### config.mk
export PLATFORM = sky130hd
export DESIGN_NAME = shiftreg_univ
export DESIGN_NICKNAME = d
export VERILOG_FILES = /design/src/rtl/shiftreg_univ_pkg.sv /design/src/rtl/shiftreg_univ_shift_cnt.sv /design/src/rtl/shiftreg_univ.sv
export SDC_FILE = /design/constraint.sdc
export NUM_CORES = 1
export LEC_CHECK = 0
export CORE_ASPECT_RATIO = 1.75
export CORE_MARGIN = 2
export CORE_UTILIZATION = 40
export DETAILED_ROUTE_END_ITERATION = 12
export PLACE_DENSITY_LB_ADDON = 0.12
export RECOVER_POWER = 25
export SLEW_MARGIN = 20
export SYNTH_ARGS = -nofsm -noshare
export SYNTH_HDL_FRONTEND = slang
export SYNTH_SLANG_ARGS = --single-unit
### constraint.sdc
create_clock -name CLK -period 1.1 [get_ports CLK]
set_input_delay 0.165 -clock CLK [delete_from_list [all_inputs] [get_ports CLK]]
set_output_delay 0.165 -clock CLK [all_outputs]
set_load 0.005 [all_outputs]
### src/rtl/shiftreg_univ_pkg.sv
// rtl/shiftreg_univ_pkg.sv - shared MODE encoding for the universal shift register
package shiftreg_defs;

   localparam int MODE_W = 3;
   typedef logic [MODE_W-1:0] mode_t;

   localparam mode_t MODE_HOLD = 3'd0;
   localparam mode_t MODE_SHR  = 3'd1;
   localparam mode_t MODE_SHL  = 3'd2;
   localparam mode_t MODE_ROR  = 3'd3;
   localparam mode_t MODE_ROL  = 3'd4;
   localparam mode_t MODE_LOAD = 3'd5;
   localparam mode_t MODE_SCLR = 3'd6;

   // Shift and rotate modes all advance the frame counter, whatever the direction.
   function automatic logic is_shift(input mode_t m);
      return (m == MODE_SHR) || (m == MODE_SHL) || (m == MODE_ROR) || (m == MODE_ROL);
   endfunction

endpackage

### src/rtl/shiftreg_univ_shift_cnt.sv
// rtl/shiftreg_univ_shift_cnt.sv - modulo-WIDTH shift counter with one-cycle frame pulse
module shift_cnt #(
   parameter  int WIDTH = 12,
   localparam int CW    = $clog2(WIDTH + 1)
) (
   input  logic          CLK,
   input  logic          CLR,
   input  logic          inc,
   input  logic          zero,
   output logic [CW-1:0] cnt,
   output logic          frame
);

   localparam logic [CW-1:0] LAST = CW'(WIDTH - 1);

   // zero has priority so a load landing on the final shift of a frame suppresses the pulse.
   always_ff @(posedge CLK or posedge CLR) begin
      if (CLR) begin
         cnt   <= '0;
         frame <= 1'b0;
      end else begin
         frame <= 1'b0;
         if (zero) begin
            cnt <= '0;
         end else if (inc) begin
            if (cnt == LAST) begin
               cnt   <= '0;
               frame <= 1'b1;
            end else begin
               cnt <= cnt + CW'(1);
            end
         end
      end
   end

endmodule

### src/rtl/shiftreg_univ.sv
// rtl/shiftreg_univ.sv - parametrised universal shift register with frame counter
module shiftreg_univ
   import shiftreg_defs::*;
#(
   parameter  int               WIDTH     = 12,
   parameter  logic [WIDTH-1:0] RESET_VAL = {WIDTH{1'b0}},
   localparam int               CW        = $clog2(WIDTH + 1)
) (
   input  logic             CLK,
   input  logic             CLR,
   input  logic             EN,
   input  logic [2:0]       MODE,
   input  logic             SIN_R,
   input  logic             SIN_L,
   input  logic [WIDTH-1:0] D_PAR,
   output logic [WIDTH-1:0] Q,
   output logic             SOUT_R,
   output logic             SOUT_L,
   output logic [CW-1:0]    CNT,
   output logic             FRAME
);

   logic [WIDTH-1:0] q_next;
   logic             inc;
   logic             zero;

   always_comb begin
      q_next = Q;
      case (MODE)
         MODE_SHR:  q_next = {SIN_R, Q[WIDTH-1:1]};
         MODE_SHL:  q_next = {Q[WIDTH-2:0], SIN_L};
         MODE_ROR:  q_next = {Q[0], Q[WIDTH-1:1]};
         MODE_ROL:  q_next = {Q[WIDTH-2:0], Q[WIDTH-1]};
         MODE_LOAD: q_next = D_PAR;
         MODE_SCLR: q_next = RESET_VAL;
         default:   q_next = Q;
      endcase
   end

   always_ff @(posedge CLK or posedge CLR) begin
      if (CLR)
         Q <= RESET_VAL;
      else if (EN)
         Q <= q_next;
   end

   assign SOUT_R = Q[0];
   assign SOUT_L = Q[WIDTH-1];

   assign inc  = EN & is_shift(MODE);
   assign zero = EN & ((MODE == MODE_LOAD) || (MODE == MODE_SCLR));

   shift_cnt #(.WIDTH(WIDTH)) u_cnt (
      .CLK   (CLK),
      .CLR   (CLR),
      .inc   (inc),
      .zero  (zero),
      .cnt   (CNT),
      .frame (FRAME)
   );

endmodule

# Yosys cells after proc, flatten, opt, wreduce, memory -nomap -nowiden
# Index checks and enable logic that the tools add are counted.
# totals
register_bits	17
out_inout_bits	19
wordCells	27
# op_classes
addsub	1
n_eq_ne	7
mux	7
bitwise	2
reduce_logical	7
# ops
operator	n
$pmux 12 s6	1
$mux 4	3
$eq 3x3->1 const B	3
$eq 3x2->1 const B	2
$reduce_bool 6->1	1
$add 4x1->4 const B	1
$eq 4x4->1 const B	1
$logic_or 1x1->1	4
$eq 3x1->1 const B	1
$mux 1	3
$and 1x1->1	2
$reduce_and 2->1	1
$reduce_bool 2->1	1

# Logic depth before layout (Yosys ltp)
# Gate-level depths: netlist of the first run.
# logic_depth
word_depth	7
ltp_mapped	6
ltp_nobuf	5

# By module
# A second synthesis of the first run with hierarchy kept.
# unflattened
hier_cells	119
hier_area_um2	1146.1
# by_module_without_submodules
module	n_inst	cells_per_inst	area_per_inst_um2
shiftreg_univ	1	95	898.4
shift_cnt	1	24	247.7

# Worst setup path before layout of the first run
# Ideal clock, no wire load.
# synth_path
path_type	input -> register
startpoint	input port MODE[0]
endpoint	register Q[0]
setup_ns	0.127
arrival_time_ns	0.975
path_slack_ns	-0.002
path_stages	6
n_path_buf	2
path_cell_list	buf_6 buf_2 mux2i_1 nor2_1 a211oi_1 o21ai_0
# synth_between
elab_chain_cells	3
word_cells_on_any_way	9
classes_between	eq/ne: 6; mux: 1; reduce/logical: 2
# synth_rtl
element	line_no	source
start, declared	shiftreg_univ.sv:12	input logic [2:0] MODE,
$eq 3x1->1 (tied with other cells)	shiftreg_univ.sv:29	case (MODE)
$reduce_bool 6->1 (no source line)	-	
$reduce_and 2->1 (no source line)	-	
end signal, assigned	shiftreg_univ.sv:44	Q <= q_next;
end, declared	shiftreg_univ.sv:16	output logic [WIDTH-1:0] Q,
# Parallel ways exist; a longest one is shown, timed or not.
# A chain may end at the register's enable or synchronous reset.

# Worst setup path in the final report of the first run
# layout_path
startpoint	register Q[11]
endpoint	register Q[10]
# layout_between
elab_chain_cells	1
# layout_rtl
element	line_no
$pmux 12 s6	shiftreg_univ.sv:29
# No other way between the ends.

==> results.cfg, run 1 <==
[sta]
slew_violations = 0
worst_pin_slew_ns = 0.481
max_freq_ghz = 0.843
finalCriticalPeriod_ns = 1.19
grt_setup_unrepaired = yes
fin_crit_sh_pct = 108
whs_ns = 0.394
fin_ws_ns = -0.0857
setup_viol = 6
skew_ns = 0.00497
slew-limit-headroom_pct = 68.0
finalHoldViolCount = 0

[setup_path]
cp.arrival_ns = 1.33
crit_path_start = Q[11]
crit_buf_inv = 2
critPathCaptureType = flop
cp_top_family = compound AO/OA/AOI/OAI gates
r2r_start = Q[11]
cp_cell_sequence = buf_6 > buf_6 > a221o_1 > o21ai_1 > o21ai_1
crit_path_max_fanout = 3
cp_slowest_cell = dfrtp_1
required_ns = 1.25
path_class = flop to flop
slowest_delay_ns = 0.39
start_kind = flop

[logic_synthesis]
yosysMostFrequentCell = dfrtp_1
synth_async_sr_flop_share_pct = 100
ys.warnings.count = 0
yosysTopAreaCellShare_pct = 38.9
syn_area_um2 = 1090
synth.top_cells.by_count = 17 x dfrtp_1, 15 x nand2_1, 15 x o21ai_0
synth_area_per_cell_um2 = 8.53
ys_types = 33
synth-edff-count = 0
yosys-top-cells-area = dfrtp_1 39%, o21ai_0 6.9%, mux2i_1 5.5%
yosysTopAreaCell = dfrtp_1
yosysSeqAreaShare_pct = 38.9
syn-num-nets = 149
synth_seq_cells = 17
syn_inst = 128
synth-main-ff-cell = dfrtp_1

[floorplanning]
initial_core_util_pct = 41.1
num_rows = 25
die_area_um2 = 3180
die_y_um = 73.1
fp.dieW_um = 43.5
ios = 39
coreArea_um2 = 2660

[routing]
routedWlPerCell_um = 17.4
ant_nets = 0
avgViaCountPerCell = 5.73
drc = 0
via_count = 1324
first_iter_violations = 47
wirelength_mm = 4.01
dr.pass1.iters = 4

[clocking]
clkTransAtPathRegs_ns = 0.07
clk_latency_ns = 0.26
clock_sinks = 17
cts_buffers = 3
clk_path_buf_depth = 2
cts_tree = built
cts_root_buffer = clkbuf_8
htreeDepth = 1

[status]
violations = negative setup slack
outcome = complete, but fails checks

[min_path]
hold_class = input port to flop
holdCritStartpoint = MODE[2]

[layout]
syn_to_final_growth_pct = 84.5
antenna_cells = 0
postLayoutCoreUtil_pct = 75.8
design_area_um2 = 2020
fin_nets = 226
layout.cells.non_filler = 231
drive_gt1_share_pct = 41.7

[job]
drv_cap = 0

[placement]
numPortBuffers = 38
dp_hpwl_mm = 2.49
placedCellCount = 207
gp_congestion = 0.800
dpl_cell_area_um2 = 1650

[power_and_ir_drop]
share_comb_of_total_power_pct = 51.3
vdd_drop_max_mv = 0.958
p_total_uw = 2700
p_switching_uw = 905
leakage_uw = 0.000929
p_int_uw = 1790
power_density_nw_per_um2 = 1340
seq_power_share_pct = 30.6
netSwitchingFraction_pct = 33.5
p_clk_share_pct = 18.1

[global_routing]
grt_max_degree = 18
first_global_vias = 1402
grt_overflow = 0
grt_antenna_before_repair = 0
grt_usage_pct = 25.7
grt_pass1_wl_mm = 6.09
[cell type report]
cell class                      count  area (um2)
Timing Repair Buffer               81         752
Multi-Input combinational cell     94         723
Fill cell                         209         643
Sequential cell                    17         427
Clock buffer                        4        45.0
Inverter                            8        35.0
Tap cell                           27        33.8
[stage by stage]
| stage | TNS (ns) | worst slack [ns] |
|---|---|---|
| global placement | -9.02 | -0.615 |
| detailed placement | -9.71 | -0.633 |
| global route | -0.888 | -0.135 |
| finish | -0.308 | -0.0857 |
| CTS | -0.713 | -0.109 |
| floorplan | 0 | 0.00568 |
[flip-flops by register name, indices dropped and copies added (netlist names)]
register	cells
u_cnt.frame	1
u_cnt.cnt	4
Q	12
[cell usage in the layout (no fill, tap or decap), drive strengths merged]
master	count
clkdlybuf4s50	14
or3	1
dlygate4sd2	12
nand3	7
a211oi	3
nor3	3
xor2	1
nor2	9
nand4	1
a222oi	4
a22o	1
o221ai	1
clkbuf	7
nand2	15
nand2b	3
o21ai	20
mux2i	6
o31ai	1
o21a	1
maj3	1
ha	1
dlygate4sd3	1
a221o	3
a311o	1
a221oi	2
dfrtp	17
a21oi	5
and3	3
inv	8
buf	46
clkdlybuf4s15	5
nand3b	1
[routing by layer]
metal | track usage (%) | vias up | routed length [um]
met5 | 0 | - | 0
met2 | 48.4 | 37 | 2380
met4 | 16.2 | 0 | 112
met1 | 25.8 | 651 | 1400
met3 | 1.98 | 11 | 117
li1 | - | 625 | -
[repair_timing]
action | in CTS | in global routing
setup endpoints to repair | 36 | 22
cloned | 0 | 1
resized for setup | 86 | 32
setup buffers | 18 | 3
hold buffers | 0 | 0
pin swaps | 17 | 21
[worst register-to-register path, stage by stage, from the launching register on]
cell and delay [ns]:
dfrtp_1 0.39, buf_6 0.12, buf_6 0.11, a221o_1 0.30, o21ai_1 0.07, o21ai_1 0.09
[kinds of logic after synthesis]
kind of cell	share of synthesized area (%)
mux	5.50
xor+xnor	0.802
fa+ha+maj	2.06
compound gates	25.8
buf+inv	7.90
simple gates	19.0
flops	38.9
[worst paths after layout]
| check | to | slack (ns) | depth (start not counted) |
|---|---|---|---|
| worst max-delay path | Q[10] | -0.09 | 5 |
| worst min-delay path | u_cnt.cnt[2] | 0.39 | 4 |
| worst max register to register | Q[10] | -0.09 | 5 |
| worst min register to register | u_cnt.cnt[2] | 0.59 | 2 |
| max in group asynchronous | Q[9] | 0.31 | 3 |
| min in group asynchronous | u_cnt.frame | 0.44 | 3 |
[power groups by stage]
stage	logic [uW]	clock network, uW	registers [uW]
CTS	1250	491	819
detailed placement	917	0	891
global route	1500	508	840
global placement	890	0	890
finish	1380	489	826
floorplan	353	0	894
No activity file was read; power rests on OpenSTA's default activity.
==> run 2: changes to the inputs <==
--- a/config.mk
+++ b/config.mk
@@ -7,7 +7,7 @@
 export LEC_CHECK = 0
 export CORE_ASPECT_RATIO = 1.75
 export CORE_MARGIN = 2
-export CORE_UTILIZATION = 40
+export CORE_UTILIZATION = 30
 export DETAILED_ROUTE_END_ITERATION = 12
 export PLACE_DENSITY_LB_ADDON = 0.12
 export RECOVER_POWER = 25
==> run 2 against run 1 <==
  * The flow still finishes with violations (negative setup slack)
  * Sequential share of layout area fell by 0.92 points
  * Clock skew fell by 0.0015 ns
  * Clock power fell by 4.5%
  * Cell count rose by 10%
  * Final area rose by 4.5%
  * Critical endpoint is now Q[8]
==> results.cfg, run 2 (synthesized netlist as in run 1, its figures left out) <==
[layout]
postLayoutCoreUtil_pct = 59.3
n_fill_cell = 347
fin_nets = 230
reg_top3 = Q (12), u_cnt.cnt (4), u_cnt.frame (1)
drive_gt1_share_pct = 41.3
seq_area_um2 = 427
regMostFlops = Q
syn_to_final_growth_pct = 92.9
multi_input_area_um2 = 704
design_area_um2 = 2110
final_cell_mix = 29 x buf_4, 16 x dfrtp_1, 15 x nand2_1, 15 x o21ai_1
largest_register_ffs = 12
final_common_cell = buf_4
antenna_cells = 0

[setup_path]
critPathCaptureType = output port
cp_cell_sequence = buf_4 > buf_4 > buf_4
required_ns = 0.94
r2r_start = Q[10]
crit_path_start = Q[8]
cp_slowest_cell = dfrtp_1
r2r_cells = 5
path_class = flop to output port
r2r_end = Q[11]
crit_top_cell = buf_4
crit_path_max_fanout = 2
slowest_delay_ns = 0.39
crit_buf_inv = 3
cp_top_family = flip-flops
start_kind = flop
r2r_slack_ns = -0.07
cp.arrival_ns = 1.01

[global_routing]
use_met2_pct = 39.2
grt_pass1_wl_mm = 6.52
first_global_vias = 1407
use_met1_pct = 20.4
grt_usage_pct = 20.3
grt_max_degree = 18
grt.busiest_layer = met2
grt.met3_usage_pct = 3.05
grt_overflow = 0
grt_antenna_before_repair = 0

[power_and_ir_drop]
p_int_uw = 1820
p_switching_uw = 876
p_total_uw = 2700
seq_power_share_pct = 31.3
leakage_uw = 0.000968
power_density_nw_per_um2 = 1280
share_comb_of_total_power_pct = 51.4
netSwitchingFraction_pct = 32.5
vdd_drop_max_mv = 0.813
p_clk_share_pct = 17.3

[sta]
finalCriticalPeriod_ns = 1.18
fin_ws_ns = -0.0760
skew_ns = 0.00348
fin_crit_sh_pct = 107
finalSetupTns_ns = -0.247
grt_setup_unrepaired = yes
max_freq_ghz = 0.850
worst_pin_slew_ns = 0.460
slew-limit-headroom_pct = 69.3
setup_viol = 5
slew_violations = 0
finalHoldViolCount = 0

[status]
outcome = complete, but fails checks
violations = negative setup slack

[min_path]
min_to = u_cnt.cnt[2]
hold_class = input port to flop
holdCritStartpoint = MODE[1]
whs_path_depth = 4

[clocking]
hold_buffers = 0
clk_path_buf_depth = 2
cts_tree = built
clk_latency_ns = 0.25
htreeDepth = 1
cts_root_buffer = clkbuf_8
clkTransAtPathRegs_ns = 0.07
clock_sinks = 17
cts_buffers = 3

[routing]
ant_nets = 0
wirelength_mm = 3.99
avgViaCountPerCell = 5.15
dr.pass1.iters = 4
routedWlPerCell_um = 15.7
first_iter_violations = 39
via_count = 1308
drc = 0

[placement]
pre_cts_ws_ns = -0.603
dpl_cell_area_um2 = 1640
gp_congestion = 0.827
dp_hpwl_mm = 2.57
numPortBuffers = 38

[floorplanning]
initial_core_util_pct = 30.7
coreArea_um2 = 3560
die_area_um2 = 4160
num_rows = 29
ios = 39
fp.dieW_um = 49.6
die_y_um = 83.8

[job]
drv_cap = 0
==> run 2: changes by cell type in the layout (fill, tap and decap cells not counted), moves of 2 or more <==
| cell | before | now |
|---|---|---|
| nor2_1 | 6 | 9 |
| clkdlybuf4s15_1 | 4 | 7 |
| dlygate4sd2_1 | 12 | 8 |
| buf_6 | 18 | 14 |
| buf_16 | 0 | 3 |
| nor2_2 | 2 | 0 |
| buf_4 | 23 | 29 |
==> run 2: metal layers <==
layer,vias to the layer above,wire length [um]
met5,-,0
met4,0,71
met3,8,140
met2,40,2350
met1,629,1420
li1,631,-
==> run 2: worst reg2reg max path, cell delays in order, from the launching register on <==
cell and delay (ns):
dfrtp_1 0.37, buf_6 0.12, inv_2 0.03, maj3_2 0.31, o21ai_2 0.11, a22o_1 0.16
==> run 2: power by group through the flow <==
stage | combinational, uW | sequential, uW | clock (uW)
2_1_floorplan | 353 | 894 | 0
3_3_place_gp | 889 | 896 | 0
3_5_place_dp | 914 | 898 | 0
4_1_cts | 1330 | 836 | 490
5_1_grt | 1500 | 863 | 519
6_report | 1390 | 843 | 467
==> run 2: how the worst max path moves through the flow <==
stage / endpoint / slack (ns) / cells after the start
4_1_cts: Q[7] / -0.09 / 6
6_report: Q[8] / -0.08 / 3
5_1_grt: Q[10] / -0.14 / 6
2_1_floorplan: u_cnt.cnt[0] / 0.006 / 5
3_3_place_gp: Q[5] / -0.57 / 6
3_5_place_dp: Q[2] / -0.60 / 6
==> run 2: area by class of cell <==
class / count / area share [%]
sequential: 17 / 20.2
timing repair buffer: 85 / 39.8
tap: 46 / 2.73
inverter: 8 / 1.66
multi-input combinational: 94 / 33.4
clock buffer: 4 / 2.14
==> run 2: per-stage QoR <==
stage,cells,hold slack [ns]
6_report,254,0.365
2_1_floorplan,128,0.0911
5_1_grt,254,0.401
4_1_cts,252,0.238
3_3_place_gp,224,0.502
3_5_place_dp,224,0.512
==> run 2: what timing repair did <==
action,in CTS,in global routing
pin swaps,17,11
setup buffers,21,3
cloned,3,0
resized for setup,87,23
setup endpoints to repair,36,27
